File: config.mk
export PLATFORM = sky130hd
export DESIGN_NAME = multibyte_add_seq
export DESIGN_NICKNAME = d
export VERILOG_FILES = /design/src/rtl/multibyte_add_pkg.sv /design/src/rtl/multibyte_add_byte_idx_counter.sv /design/src/rtl/multibyte_add_seq.sv
export SDC_FILE = /design/constraint.sdc
export NUM_CORES = 1
export LEC_CHECK = 0
export BUFFER_PORTS_ARGS = -buffer_cell sky130_fd_sc_hd__clkbuf_2
export CORE_UTILIZATION = 40
export CTS_CLUSTER_DIAMETER = 40
export DETAILED_ROUTE_END_ITERATION = 6
export SYNTH_ARGS = -nofsm -noshare
export SYNTH_HDL_FRONTEND = slang
export SYNTH_SLANG_ARGS = --single-unit
File: constraint.sdc
create_clock -name clk -period 4.2 [get_ports clk]
set_input_delay 0.84 -clock clk [delete_from_list [all_inputs] [get_ports clk]]
set_output_delay 0.84 -clock clk [all_outputs]
set_load 0.01 [all_outputs]
File: src/rtl/multibyte_add_pkg.sv
// Shared types for the byte-serial multi-byte adder sequencer.
// Holds the FSM state encoding and the lane width.
package multibyte_add_pkg;

  typedef enum logic [1:0] {
    IDLE = 2'd0,
    ADD  = 2'd1,
    DONE = 2'd2
  } state_t;

  localparam int BYTE_W = 8;

endpackage

File: src/rtl/multibyte_add_byte_idx_counter.sv
// Byte-lane index counter with clear, enable and terminal flag.
// Saturates at NUM_BYTES-1 so the index never wraps.
module byte_idx_counter #(
  parameter int NUM_BYTES = 4,
  localparam int IW = $clog2(NUM_BYTES)
) (
  input  logic          clk,
  input  logic          rst,
  input  logic          clear,
  input  logic          en,
  output logic [IW-1:0] idx,
  output logic          last
);

  localparam logic [IW-1:0] LAST_IDX = IW'(NUM_BYTES - 1);

  assign last = (idx == LAST_IDX);

  always_ff @(posedge clk or posedge rst) begin
    if (rst) begin
      idx <= '0;
    end else if (clear) begin
      idx <= '0;
    end else if (en && !last) begin
      idx <= idx + 1'b1;
    end
  end

endmodule

File: src/rtl/multibyte_add_seq.sv
// Byte-serial NUM_BYTES-wide adder driving an external 8-bit adder.
// Optional MULTIBYTE_ADD_SIGNED_OVF_EN adds a registered signed-overflow flag.
module multibyte_add_seq
  import multibyte_add_pkg::*;
#(
  parameter int NUM_BYTES = 4,
  localparam int W = BYTE_W * NUM_BYTES
) (
  input  logic              clk,
  input  logic              rst,
  input  logic              start,
  input  logic [W-1:0]      op_a,
  input  logic [W-1:0]      op_b,
  input  logic              cin,
  output logic [BYTE_W-1:0] add_a,
  output logic [BYTE_W-1:0] add_b,
  output logic              add_cin,
  input  logic [BYTE_W-1:0] add_sum,
  input  logic              add_cout,
  output logic [W-1:0]      result,
  output logic              cout,
  output logic              busy,
  output logic              done,
  output logic              signed_ovf
);

  localparam int IW = $clog2(NUM_BYTES);

  state_t        state_q, state_d;
  logic [W-1:0]  a_q, b_q;
  logic          carry_q;
  logic          clr, en, last;
  logic [IW-1:0] idx;
  int            sel;

  assign sel = int'(idx) * BYTE_W;

  byte_idx_counter #(.NUM_BYTES(NUM_BYTES)) u_idx (
    .clk   (clk),
    .rst   (rst),
    .clear (clr),
    .en    (en),
    .idx   (idx),
    .last  (last)
  );

  always_ff @(posedge clk or posedge rst) begin
    if (rst) state_q <= IDLE;
    else     state_q <= state_d;
  end

  always_comb begin
    state_d = state_q;
    busy    = 1'b0;
    done    = 1'b0;
    add_a   = '0;
    add_b   = '0;
    add_cin = 1'b0;
    clr     = 1'b0;
    en      = 1'b0;
    unique case (state_q)
      IDLE: begin
        if (start) begin
          clr     = 1'b1;
          state_d = ADD;
        end
      end
      ADD: begin
        busy    = 1'b1;
        en      = 1'b1;
        add_a   = a_q[sel +: BYTE_W];
        add_b   = b_q[sel +: BYTE_W];
        add_cin = carry_q;
        if (last) state_d = DONE;
      end
      DONE: begin
        done    = 1'b1;
        state_d = IDLE;
      end
      default: state_d = IDLE;
    endcase
  end

  always_ff @(posedge clk or posedge rst) begin
    if (rst) begin
      a_q     <= '0;
      b_q     <= '0;
      carry_q <= 1'b0;
      result  <= '0;
      cout    <= 1'b0;
    end else begin
      if (clr) begin
        a_q     <= op_a;
        b_q     <= op_b;
        carry_q <= cin;
      end
      if (en) begin
        result[sel +: BYTE_W] <= add_sum;
        carry_q <= add_cout;
        if (last) cout <= add_cout;
      end
    end
  end

`ifdef MULTIBYTE_ADD_SIGNED_OVF_EN
  logic sovf_q;
  logic a_msb, b_msb;

  assign a_msb      = a_q[W-1];
  assign b_msb      = b_q[W-1];
  assign signed_ovf = sovf_q;

  always_ff @(posedge clk or posedge rst) begin
    if (rst) begin
      sovf_q <= 1'b0;
    end else if (en && last) begin
      sovf_q <= (a_msb == b_msb) && (add_sum[BYTE_W-1] != a_msb);
    end
  end
`else
  assign signed_ovf = 1'b0;
`endif

endmodule

==> impl_metrics.py <==
metrics = {
    "layout": {
        "final_cell_area_um2": 5582,
        "drive_gt1_share_pct": 53.59,
        "stdcell_count": 586,
        "insertedDiodeCount": 0,
        "final_net_count": 525,
        "syn2layout_area_growth_pct": 22.55,
    },
    "setup_path": {
        "critPathRequiredTime_ps": 3360,
        "crit_path_start": "u_idx.idx[1]",
        "max_stage_delay_ps": 1050,
        "cp_max_fo": 20,
        "setup.worst_path.end_class": "primary output",
        "r2r_end": "result[31]",
        "cpMaxStageDelayCell": "dfrtp_1",
        "worstSetupPathType": "reg -> out",
        "crit_path_cell_trace": "mux4_2 > and2_1 > clkbuf_2",
        "start_kind": "register",
        "arrival_ps": 2290,
        "rr_startpoint": "u_idx.idx[1]",
        "reg2reg_depth": 5,
        "r2r_slack_ps": 1560,
    },
    "worst_hold_path": {
        "whs_path_depth": 2,
        "min_from": "result[11]",
        "hold_path.class": "reg -> reg",
        "holdPathEnd": "result[11]",
    },
    "route": {
        "routedWlPerCell_um": 16.28,
        "drc_errors": 0,
        "ant_nets": 0,
        "wl_um": 9538,
        "avgViaCountPerCell": 5.036,
        "vias": 2951,
        "first_pass_iters": 4,
        "drt_iter0_drc": 99,
    },
    "yosys": {
        "yosysWarnings": 0,
        "syn-num-nets": 399,
        "synthAdderAreaFrac_pct": 1.648,
        "synth_top_family_by_area": "multiplexers",
        "syn-instance-count": 316,
        "async_reset_ff_share_pct": 100.0,
        "synthTopCellsByArea": "dfrtp_1, mux2_2, mux4_2",
        "synth-compound-area-share_pct": 5.275,
        "synth.most_common_cell": "dfrtp_1",
        "synth-simple-area-share_pct": 9.423,
        "synth_top_area_share_pct": 56.04,
        "ys_ff_latch": 102,
        "synth_cell_types": 27,
        "synth_edf_count": 0,
        "synth_xor_area_share_pct": 0,
        "synth_common_cells": "dfrtp_1, mux2_2, nand2_1, and2_1",
        "synth_area_um2": 4554,
        "ys.flop_type": "dfrtp_1",
        "seq_area_frac_synth_pct": 56.04,
        "synthMuxAreaShare_pct": 24.23,
        "synth_top_area_cell": "dfrtp_1",
        "synth.avg_cell_area_um2": 14.41,
    },
    "place": {
        "gp_congestion": 0.7900,
        "dp_cells": 571,
        "dpl.hpwl_um": 6855,
        "placedInstanceArea_um2": 5291,
        "portBuffers": 128,
    },
    "run": {
        "cap_violations": 0,
    },
    "grt": {
        "antenna_found_initial": 0,
        "grt_use_met3_pct": 4.961,
        "use_met1_pct": 22.98,
        "grt_use_total_pct": 17.83,
        "grt_max_degree": 45,
        "grt_pass1_wl_um": 15630,
        "grt_util_met2_pct": 27.71,
        "grt_pass1_vias": 3118,
        "busiest_layer": "met2",
        "gr-total-overflow": 0,
    },
    "clock_network": {
        "cts_tree": "yes",
        "postCtsSetupBuffers": 0,
        "clkSlewWorstSetupHoldPaths_ps": 70,
        "cts-root-buf": "clkbuf_16",
        "cts_htree_levels": 3,
        "cts_resized": 0,
        "clock_sinks": 102,
        "cts_buffers": 9,
        "hold_buffers": 0,
        "clockBufferDepth": 2,
        "clkLatencyLatePin_ps": 350,
    },
    "die": {
        "io_pins": 130,
        "start_util_pct": 41.47,
        "die_y_um": 108.7,
        "die_area_um2": 11820,
        "fp.dieW_um": 108.7,
        "rows": 38,
        "coreArea_um2": 10980,
    },
    "sta": {
        "hold_viol_final": 0,
        "tns_ps": 0,
        "fin_worst_skew_ps": 6.209,
        "period_share_pct": 74.63,
        "rsz0062_at_grt": "no",
        "final_max_slew_viol_count": 0,
        "fin_crit_ps": 3134,
        "setup_viol": 0,
        "slew_headroom_pct": 28.90,
        "tightest_slew_ps": 1067,
        "fmax_mhz": 319.0,
    },
    "power_and_ir_drop": {
        "powerDensity_nw_per_um2": 784.4,
        "peakVddDrop_v": 0.0003087,
        "power_w": 0.004378,
        "p_leak_nw": 2.632,
    },
    "status": {
        "status": "complete, no violations",
    },
}
-- metrics by stage --
step | hold WS [ps] | worst slack (ps) | utilization [%]
CTS | 488.2 | 990.5 | 50.82
floorplan | 475.1 | 684.5 | -
detailed placement | 473.1 | 1376 | 48.18
global placement | 462.7 | 1406 | 48.18
global route | 515.1 | 918.1 | 50.82
finish | 477.3 | 1066 | 50.82
-- layer usage --
metal	share of wire, %	vias to the layer above
li1	-	1387
met1	45	1452
met2	46	99
met3	7.0	13
met4	2.2	0
met5	0	-
-- worst max-delay path, delay by kind of cell, from the launching register on --
family                 cells  cell delay [ps]
buffers and inverters      1              120
multiplexers               1              610
AND/OR/NAND/NOR            1              170
flip-flops                 1             1050
-- area by class of cell --
class                      instances  area, um2
sequential                       102       2552
fill                            1014       5401
clock buffer                      11      242.7
clock inverter                     4      47.55
multi-input combinational        191       1861
tap                              140      175.2
inverter                           4      17.52
timing repair buffer             134      685.7
-- worst max-delay path by stage --
stage / end / cells past startpoint / slack [ps]
after global placement: add_b[1] / 3 / 1410
final: add_b[0] / 3 / 1070
after global routing: add_b[3] / 3 / 920
after detailed placement: add_b[0] / 3 / 1380
after CTS: add_b[0] / 3 / 990
after floorplan: a_q[0] / 1 / 680
-- state kept, by name, summed over array words and instances (netlist names) --
register and flops:
a_q 32, result 32, b_q 32, state_q 2
cout 1, carry_q 1, u_idx.idx 2
-- report_power, final --
| part | internal [W] | leakage, nW | switching (W) |
|---|---|---|---|
| Clock | 0.000473 | 0.141 | 0.000349 |
| Sequential | 0.00145 | 1.27 | 0.000318 |
| Combinational | 0.00100 | 1.22 | 0.000787 |
-- kinds of logic (layout without fill, tap and decap cells) --
group           Yosys count  count (layout)
fa+ha+maj                 6               6
flops                   102             102
buf+inv                  23             153
other cells               1               1
simple gates             67              67
mux                      82              82
compound gates           35              35
-- placed cells by master (no fill, tap or decap), types with 3 or more instances in the layout --
cell | synthesis | layout
a22o_1 | 16 | 16
and2_1 | 18 | 18
buf_4 | 5 | 6
clkbuf_16 | 0 | 9
clkbuf_2 | 0 | 128
dfrtp_1 | 102 | 102
ha_1 | 6 | 6
inv_1 | 4 | 3
mux2_2 | 66 | 66
mux4_2 | 16 | 16
nand2_1 | 33 | 33
nand3b_1 | 3 | 3
o21ai_0 | 16 | 16
No activity file was read; power rests on OpenSTA's default activity.
